## config.mk

```make
export PLATFORM = sky130hd
export DESIGN_NAME = alu_share_ctrl
export DESIGN_NICKNAME = d
export VERILOG_FILES = /design/src/rtl/alu_share_ctrl.sv
export SDC_FILE = /design/constraint.sdc
export NUM_CORES = 1
export LEC_CHECK = 0
export BUFFER_PORTS_ARGS = -buffer_cell sky130_fd_sc_hd__buf_2
export CAP_MARGIN = 20
export CORE_ASPECT_RATIO = 1.2
export CORE_MARGIN = 4
export CORE_UTILIZATION = 45
export CTS_CLUSTER_DIAMETER = 120
export DETAILED_ROUTE_END_ITERATION = 8
export PLACE_DENSITY = 0.9
export SYNTH_ARGS = -nofsm -noshare
export SYNTH_HDL_FRONTEND = slang
export SYNTH_SLANG_ARGS = --single-unit
```

## constraint.sdc

```tcl
create_clock -name clk -period 4.48 [get_ports clk]
set_input_delay 1.344 -clock clk [delete_from_list [all_inputs] [get_ports clk]]
set_output_delay 1.344 -clock clk [all_outputs]
set_load 0.01 [all_outputs]
```

## src/rtl/alu_share_ctrl.sv

```systemverilog
// Round-robin front end that lets two requesters share one combinational alu.
// Registers the winning operation onto the alu inputs and returns the result over a valid/ready channel.
//
//   state | meaning
//   IDLE  | arbitrate; accept one requester and load alu_* registers
//   EXEC  | alu inputs stable; capture alu_out and the divide-by-zero flag
//   RESP  | hold response until rsp_ready, then count it
module alu_share_ctrl #(
  parameter int DATA_WIDTH = 3
) (
  input  logic                          clk,
  input  logic                          rst,
  input  logic [1:0]                    req_valid,
  output logic [1:0]                    req_ready,
  input  logic [5:0]                    req_sel,
  input  logic [2*DATA_WIDTH-1:0]       req_in0,
  input  logic [2*DATA_WIDTH-1:0]       req_in1,
  output logic [2:0]                    alu_sel,
  output logic [DATA_WIDTH-1:0]         alu_in0,
  output logic [DATA_WIDTH-1:0]         alu_in1,
  input  logic signed [2*DATA_WIDTH:0]  alu_out,
  output logic                          rsp_valid,
  input  logic                          rsp_ready,
  output logic                          rsp_id,
  output logic [2*DATA_WIDTH:0]         rsp_data,
  output logic                          rsp_divzero,
  output logic                          busy,
  output logic [7:0]                    op_count
);

  typedef enum logic [1:0] {ST_IDLE, ST_EXEC, ST_RESP} state_t;

  state_t                  state_q, state_d;
  logic                    last_grant_q, last_grant_d;
  logic [2:0]              alu_sel_q, alu_sel_d;
  logic [DATA_WIDTH-1:0]   alu_in0_q, alu_in0_d;
  logic [DATA_WIDTH-1:0]   alu_in1_q, alu_in1_d;
  logic                    rsp_valid_q, rsp_valid_d;
  logic                    rsp_id_q, rsp_id_d;
  logic [2*DATA_WIDTH:0]   rsp_data_q, rsp_data_d;
  logic                    rsp_divzero_q, rsp_divzero_d;
  logic [7:0]              op_count_q, op_count_d;
  logic                    grant;

  always_comb begin
    state_d       = state_q;
    last_grant_d  = last_grant_q;
    alu_sel_d     = alu_sel_q;
    alu_in0_d     = alu_in0_q;
    alu_in1_d     = alu_in1_q;
    rsp_valid_d   = rsp_valid_q;
    rsp_id_d      = rsp_id_q;
    rsp_data_d    = rsp_data_q;
    rsp_divzero_d = rsp_divzero_q;
    op_count_d    = op_count_q;
    req_ready     = 2'b00;
    grant         = 1'b0;

    case (state_q)
      ST_IDLE: begin
        if (|req_valid) begin
          // on a tie the requester that did not win last time goes first
          grant        = (&req_valid) ? ~last_grant_q : req_valid[1];
          req_ready    = grant ? 2'b10 : 2'b01;
          alu_sel_d    = grant ? req_sel[5:3] : req_sel[2:0];
          alu_in0_d    = grant ? req_in0[2*DATA_WIDTH-1:DATA_WIDTH] : req_in0[DATA_WIDTH-1:0];
          alu_in1_d    = grant ? req_in1[2*DATA_WIDTH-1:DATA_WIDTH] : req_in1[DATA_WIDTH-1:0];
          last_grant_d = grant;
          state_d      = ST_EXEC;
        end
      end
      ST_EXEC: begin
        rsp_data_d    = alu_out;
        rsp_id_d      = last_grant_q;
        // opcodes 3 (div) and 7 (mod) share the low bits 2'b11
        rsp_divzero_d = (alu_sel_q[1:0] == 2'b11) && (alu_in1_q == '0);
        rsp_valid_d   = 1'b1;
        state_d       = ST_RESP;
      end
      ST_RESP: begin
        if (rsp_ready) begin
          rsp_valid_d = 1'b0;
          op_count_d  = op_count_q + 8'd1;
          state_d     = ST_IDLE;
        end
      end
      default: state_d = ST_IDLE;
    endcase
  end

  always_ff @(posedge clk) begin
    if (rst) begin
      state_q       <= ST_IDLE;
      last_grant_q  <= 1'b1;
      alu_sel_q     <= '0;
      alu_in0_q     <= '0;
      alu_in1_q     <= '0;
      rsp_valid_q   <= 1'b0;
      rsp_id_q      <= 1'b0;
      rsp_data_q    <= '0;
      rsp_divzero_q <= 1'b0;
      op_count_q    <= '0;
    end else begin
      state_q       <= state_d;
      last_grant_q  <= last_grant_d;
      alu_sel_q     <= alu_sel_d;
      alu_in0_q     <= alu_in0_d;
      alu_in1_q     <= alu_in1_d;
      rsp_valid_q   <= rsp_valid_d;
      rsp_id_q      <= rsp_id_d;
      rsp_data_q    <= rsp_data_d;
      rsp_divzero_q <= rsp_divzero_d;
      op_count_q    <= op_count_d;
    end
  end

  assign alu_sel     = alu_sel_q;
  assign alu_in0     = alu_in0_q;
  assign alu_in1     = alu_in1_q;
  assign rsp_valid   = rsp_valid_q;
  assign rsp_id      = rsp_id_q;
  assign rsp_data    = rsp_data_q;
  assign rsp_divzero = rsp_divzero_q;
  assign busy        = (state_q != ST_IDLE);
  assign op_count    = op_count_q;

endmodule
```

==> implementation parameters, run 1 <==
Parameter                              Value

Run status
  Outcome    finished clean

Pwr
  Proportion of power drawn by flip-flops and latches    48.8%
  Total power after layout    0.614 mW
  Largest voltage drop on the vdd net    0.339 mV
  Power density normalized to cell area    374 nW/um2
  Clk network pwr share    between 30 and 40%
  Logic gate share of total power    17.0%
  Switching power share of the total    26.5%
  Leakage    0.749 nW
  Int Pwr    0.451 mW
  Net switching component of the power    0.162 mW

Finish
  Number of diodes added for antenna fixing    0
  Design Area, Final    around 1600 um2
  Fraction of layout cells with a size suffix above 1    34.8%
  Fillers    272
  Area of the multi-input gates    617 um2
  Area taken by flip-flops and latches    roughly 600 um2
  P&R area growth vs syn    29.2%
  Number of standard cells in the layout, taps in and fillers out    234
  Most common library cell in the layout ignoring fill and taps    buf_2
  Number of nets in the finished design    231
  Top library cells by usage in the layout, fill and taps aside    59 x buf_2, 30 x dfxtp_1, 25 x a21oi_1

Synthesis
  Yosys warns    0
  Most used flip-flop cell after synthesis    dfxtp_1
  Cell area after synthesis    roughly 1300 um2
  Count of distinct cell types in the synthesized netlist    30
  Synthesized instance count    about 140
  Share of synthesized area occupied by flip-flops and latches    47.3%
  Asr flop ratio synth    0%
  EDFF count, synth    0
  Synthesized net count    approximately 170
  Per-instance average area after synthesis    approximately 9 um2
  Flops & latches, synth    30

Place
  Post-DP HPWL    2.24 mm
  Placed Area    1570 um2
  Gp weighted congestion    0.747
  I/O Buffers    59
  Number of instances in the placed design    ~230

Die
  Effective utilization at floorplan    48.3%
  Row Count    20
  Die footprint    3740 um2
  Die Span X    56.5 um
  Total I/O pin count    60
  Vertical die dimension    between 60 and 70 um
  CORE AREA    2630 um2

CTS
  Number of buffers added to fix hold violations after cts    0
  TritonCTS clock tree    done
  Post-CTS Setup Bufs    0
  Clock root buffer    clkbuf_4
  Maximum level of the CTS H-tree    2
  Number of clock sinks    30
  CTS Buf Count    5
  Insertion delay to the later sink of the worst-skew pair    0.33 ns
  Clock Pin Slew Worst Setup and Hold Paths    roughly 0.090 ns
  Post-CTS Resized    0
  Worst-case clock buffer depth    2

Critical path
  CP delay by family, top    simple AND/OR/NAND/NOR gates
  Buffering stage count on the worst path with inverters included    2
  Critical Path Source Type    input pin
  CP most frequent cell    buf_2
  Type of the setup path with the least slack    in2out
  Required time of the critical path    3.14 ns
  Crit end category    output pin
  Crit path largest cell delay    0.38 ns
  Worst-path fanout max    11
  CP max stage cell    or2_2
  Arrival @ worst endpoint    roughly 2.1 ns
  Cell-by-cell trace of the critical path    buf_2 -> or2_2 -> nand2_1 -> nor2_1 -> buf_2

Global route
  Largest net degree at the start of global routing    31
  Antenna violations before repair    0
  Met1 Resource Use GR    a little under a fifth
  Met2 Resource Use GR    31.4%
  Gr busiest metal    met2
  Wire length of the first global-routing pass    approximately 5 mm
  GRT Resource Usage Total    17.9%
  Via count of the first global-routing pass    1,191
  Met3 track demand over resource    7.81%
  Remaining global-route overflow    0

Routing
  1st-iter DRT viols    8
  Via total after detailed routing    ~1,200
  Via/cell ratio    just over 5
  Total detailed-routing wirelength    3.02 mm
  WL per Instance    12.9 um
  Post-route ant nets    0
  Final routed DRC violation total    0
  First-pass detailed-route iteration total    4

Timing
  Clock tree skew after final layout    0.00584 ns
  Worst slew margin relative to its limit    ~45%
  Setup repair after global routing missed its margin    false
  Number of max-slew violations in the final report    0
  Transition time at the pin with the least slew margin    between 0.8 and 0.9 ns
  Achievable clock frequency    288 MHz
  Final-report setup violation count    0
  Time the final worst path needs with I/O delays and setup    3.47 ns
  Final-layout setup total negative slack    0 ns
  Final Hold Vio Count    0
  Share of the clock period used by the worst path after layout    77.5%

Job
  Max-cap check violation count    0

Min path
  Worst Hold Class    reg2reg
stage by stage:
stage                     utilization, %  setup slack (ns)  hold WS, ns
after detailed placement            59.6              1.01        0.443
after floorplan                        -              1.12        0.456
after global routing                62.4             0.949        0.484
after global placement              59.6              1.02        0.439
after CTS                           62.4              1.01        0.456
final                               62.4              1.01        0.455
kinds of logic after synthesis:
logic type | synth area share [%]
AND/OR/NAND/NOR | 19.2
flip-flops | 47.3
buffers and inverters | 4.14
XOR/XNOR | 1.38
adder cells (fa/ha/maj) | 0.985
multiplexers | 7.88
AO/OA/AOI/OAI | 19.1
metal layers:
metal	wire length (um)	share of wire, %
met1	1250	41
met2	1460	48
met3	256	8.5
met4	56	1.9
met5	0	0
sequential cells by signal, indices dropped and copies added (netlist names):
register      count
rsp_valid         1
op_count          8
rsp_id            1
state_q           2
rsp_data          7
rsp_divzero       1
alu_sel           3
last_grant_q      1
alu_in1           3
alu_in0           3
path summary, 6_finish.rpt:
| kind | cells past startpoint | slack, ns | from | end |
|---|---|---|---|---|
| setup reg to reg | 3 | 2.79 | state_q[0] | alu_in0[1] |
| setup / recovery | 5 | 1.01 | req_valid[1] | req_ready[0] |
| hold / removal | 2 | 0.46 | rsp_data[6] | rsp_data[6] |
| hold reg to reg | 2 | 0.46 | rsp_data[6] | rsp_data[6] |
cells in the mapped netlist, types with 2 or more instances:
cell	number	area share (%)
and2_1	2	0.99
nand4b_1	2	1.4
a21oi_1	25	9.9
nor2_1	7	2.1
clkbuf_1	8	2.4
o21ai_0	2	0.79
o31ai_1	3	1.8
nand2_1	22	6.5
or4_1	3	1.8
a211oi_1	9	5.3
xor2_1	2	1.4
dfxtp_1	30	47
mux2i_1	10	7.9
nand3_1	2	0.79
power groups by stage:
| stage | clock (mW) | sequential (mW) | combinational, mW |
|---|---|---|---|
| 3_3_place_gp | 0 | 0.305 | 0.103 |
| 5_1_grt | 0.225 | 0.302 | 0.118 |
| 3_5_place_dp | 0 | 0.305 | 0.106 |
| 4_1_cts | 0.214 | 0.299 | 0.106 |
| 2_1_floorplan | 0 | 0.311 | 0.0576 |
| 6_report | 0.210 | 0.299 | 0.105 |
worst register-to-register path: stages (launching register included):
cell	delay, ns
dfxtp_1	0.35
nor2_1	0.65
and2_1	0.42
a211oi_1	0.14
final cells by class:
type | instances | share of cell area (%)
repair buffers | 60 | 18.5
well taps | 33 | 2.52
inverters | 1 | 0.229
multi-input cells | 102 | 37.6
clock buffers | 7 | 2.75
clock inverters | 1 | 1.83
flip-flops and latches | 30 | 36.6
(Power assumes the default switching activity.)
==> run 2, diff against run 1 <==
--- a/config.mk
+++ b/config.mk
@@ -5,14 +5,15 @@
 export SDC_FILE = /design/constraint.sdc
 export NUM_CORES = 1
 export LEC_CHECK = 0
+export ABC_AREA = 1
 export BUFFER_PORTS_ARGS = -buffer_cell sky130_fd_sc_hd__buf_2
 export CAP_MARGIN = 20
 export CORE_ASPECT_RATIO = 1.2
 export CORE_MARGIN = 4
-export CORE_UTILIZATION = 45
+export CORE_UTILIZATION = 41
 export CTS_CLUSTER_DIAMETER = 120
 export DETAILED_ROUTE_END_ITERATION = 8
-export PLACE_DENSITY = 0.9
+export PLACE_DENSITY = 0.86
 export SYNTH_ARGS = -nofsm -noshare
 export SYNTH_HDL_FRONTEND = slang
 export SYNTH_SLANG_ARGS = --single-unit
==> constraint.sdc (replaced) <==
create_clock -name clk -period 3.1 [get_ports clk]
set_input_delay 0.93 -clock clk [delete_from_list [all_inputs] [get_ports clk]]
set_output_delay 0.93 -clock clk [all_outputs]
set_load 0.01 [all_outputs]
==> run 2 against run 1 <==
Against the previous run: cell area rose by 2.8%; non-clock buffer count fell by 1; clock skew fell by 0.0033 ns; sequential share of layout area fell by 1.0 points; critical path type unchanged; largest power group unchanged.
==> implementation parameters, run 2 <==
Parameter                              Value

Finish
  Number of diodes added for antenna fixing    0 (unchanged)
  Top library cells by usage in the layout, fill and taps aside    59 x buf_2, 36 x nand2_1, 30 x nor2_1, 30 x dfxtp_1
  Share of the core filled with cells    54.7% (-7.7 points)
  Max FFs per register    8 (unchanged)
  Fillers    314 (+15%)
  Fraction of layout cells with a size suffix above 1    30.0% (-4.8 points)
  Most common library cell in the layout ignoring fill and taps    buf_2
  Design Area, Final    1690 um2 (+2.8%)
  P&R area growth vs syn    26.7%
  Number of nets in the finished design    274 (+19%)

CTS
  Insertion delay to the later sink of the worst-skew pair    0.32 ns (about the same)
  Clock root buffer    clkbuf_4
  TritonCTS clock tree    done
  Maximum level of the CTS H-tree    2 (unchanged)
  Post-CTS Resized    0 (unchanged)
  Post-CTS Setup Bufs    0 (unchanged)
  CTS Buf Count    5 (unchanged)
  Number of buffers added to fix hold violations after cts    0 (unchanged)
  Number of clock sinks    30 (unchanged)
  Clock Pin Slew Worst Setup and Hold Paths    0.08 ns (about the same)
  Worst-case clock buffer depth    2 (unchanged)

Critical path
  Critical Path Source Type    input pin
  FF-to-FF path depth    5 (+2)
  Crit end category    output pin
  Arrival @ worst endpoint    1.86 ns (-0.27 ns)
  Type of the setup path with the least slack    in2out
  Worst-path fanout max    12 (+1)
  Required time of the critical path    2.17 ns (-0.97 ns)

Global route
  Largest net degree at the start of global routing    17 (-45%)
  Antenna violations before repair    0 (unchanged)
  Remaining global-route overflow    0 (unchanged)
  Wire length of the first global-routing pass    5.13 mm (-0.41%)
  Via count of the first global-routing pass    1,219 (+2.4%)
  GRT Resource Usage Total    15.8% (-2.0 points)

Place
  Gp weighted congestion    0.818 (+9.5%)
  I/O Buffers    59 (unchanged)
  Placed Area    1640 um2 (+4.9%)
  Post-DP HPWL    2.40 mm (+7.1%)

Die
  Row Count    22 (+10%)
  CORE AREA    3080 um2 (+17%)
  Die Span X    60.0 um (+6.2%)
  Effective utilization at floorplan    43.2% (-5.2 points)
  Vertical die dimension    70.4 um (+6.4%)
  Total I/O pin count    60 (unchanged)
  Die footprint    4230 um2 (+13%)

Pwr
  Largest voltage drop on the vdd net    0.324 mV (-4.6%)
  Total power after layout    0.807 mW (+32%)
  Leakage    0.890 nW (+19%)
  Power density normalized to cell area    479 nW/um2 (+28%)

Timing
  Time the final worst path needs with I/O delays and setup    around 2.8 ns
  Achievable clock frequency    between 300 and 400 MHz
  Transition time at the pin with the least slew margin    0.705 ns (-0.121 ns)
  Clock tree skew after final layout    0.00258 ns (-0.00326 ns)
  Final Hold Vio Count    0 (unchanged)
  Post-route worst hold slack    0.466 ns (+0.0105 ns)
  Setup repair after global routing missed its margin    false
  Worst slew margin relative to its limit    52.8% (+8.1 points)
  Final-layout setup total negative slack    0 ns (unchanged)
  Share of the clock period used by the worst path after layout    89.9%
  Number of max-slew violations in the final report    0 (unchanged)
  Final-report setup violation count    0 (unchanged)

Min path
  Worst Hold Class    reg2reg
  Hold path cells    2 (unchanged)

Job
  Max-cap check violation count    0 (unchanged)

Run status
  Outcome    finished clean

Synthesis
  Most used flip-flop cell after synthesis    dfxtp_1
  Cell type contributing the most total cell area after synthesis    dfxtp_1
  Per-instance average area after synthesis    7.31 um2 (-18%)
  Cell area after synthesis    1330 um2 (+4.8%)
  Yosys warns    0 (unchanged)
  Cell types with the largest area share after synthesis    dfxtp_1 45%, nand2_1 10%, nor2_1 8.5%
  Yosys top cell area share    45.1% (-2.2 points)
  EDFF count, synth    0 (unchanged)
  Most repeated cell in the gate-level netlist after synthesis    nand2_1
  Flops & latches, synth    30 (unchanged)
  Asr flop ratio synth    0% (unchanged)
  Share of synthesized area occupied by flip-flops and latches    45.1% (-2.2 points)
  Count of distinct cell types in the synthesized netlist    23 (-23%)
  Top post-synthesis cells by count    36 x nand2_1, 30 x dfxtp_1, 30 x nor2_1
  Synthesized instance count    182 (+27%)
  Synthesized net count    213 (+22%)

Routing
  1st-iter DRT viols    40 (+32)
  First-pass detailed-route iteration total    4 (unchanged)
  Via total after detailed routing    1,350 (+11%)
  Final routed DRC violation total    0 (unchanged)
  WL per Instance    11.1 um (-14%)
  Total detailed-routing wirelength    3.10 mm (+2.6%)
  Post-route ant nets    0 (unchanged)
  Via/cell ratio    4.84 (-6.9%)
==> run 2: changes by cell type after synthesis, sizes merged, moves of 3 or more <==
| cell | previous run | this run |
|---|---|---|
| a211oi | 9 | 0 |
| nand3 | 2 | 17 |
| mux2i | 10 | 0 |
| o21ai | 2 | 9 |
| nand2 | 22 | 38 |
| inv | 1 | 17 |
| nor2 | 7 | 33 |
| or4 | 3 | 0 |
| nand3b | 1 | 9 |
| clkbuf | 8 | 1 |
| a21oi | 25 | 16 |
| o31ai | 3 | 0 |
==> run 2: cell type report <==
class,instances,area [um2],share of cell area (%)
well taps,36,45.0,2.67
clock buffers,7,45.0,2.67
repair buffers,59,295,17.5
inverters,19,72.6,4.30
multi-input cells,128,628,37.2
flip-flops and latches,30,601,35.6
==> run 2: critical path, stage by stage <==
cell	delay, ns
buf_2	0.19
nor2_2	0.10
nor2_8	0.18
clkinv_2	0.18
nor2_1	0.13
buf_2	0.14
==> run 2: kinds of logic after synthesis <==
kind of cell | after synthesis | synth area share (%)
simple gates | 99 | 35.0
xor+xnor | 2 | 1.32
buf+inv | 24 | 7.71
compound gates | 26 | 9.96
flops | 30 | 45.1
fa+ha+maj | 1 | 0.940
==> run 2: metrics by stage <==
step	cells	setup WS, ns
floorplan	182	0.660
global placement	272	0.367
detailed placement	272	0.317
CTS	279	0.311
global route	279	0.188
finish	279	0.312
==> run 2: layer usage <==
layer  part of all wire [%]  wire [um]  GRT usage (%)  up-vias
met4                    1.6         49           5.91        0
met2                     47       1450           25.0       57
met3                     11        326           7.21        6
met1                     41       1280           18.3      584
li1                       -          -              -      703
met5                      0          0              0        -
==> run 2: final timing paths <==
| kind | slack, ns | startpoint | to |
|---|---|---|---|
| max reg2reg | 1.30 | state_q[0] | rsp_data[5] |
| max | 0.31 | req_valid[1] | req_ready[0] |
| min | 0.47 | rsp_valid | rsp_valid |
| min reg2reg | 0.47 | rsp_valid | rsp_valid |
==> run 2: power breakdown <==
| group | leakage (nW) | internal (mW) | switching (mW) | total (mW) |
|---|---|---|---|---|
| sequential | 0.246 | 0.415 | 0.0180 | 0.433 |
| clock | 0.0254 | 0.0854 | 0.122 | 0.207 |
| combinational | 0.619 | 0.0675 | 0.0989 | 0.166 |
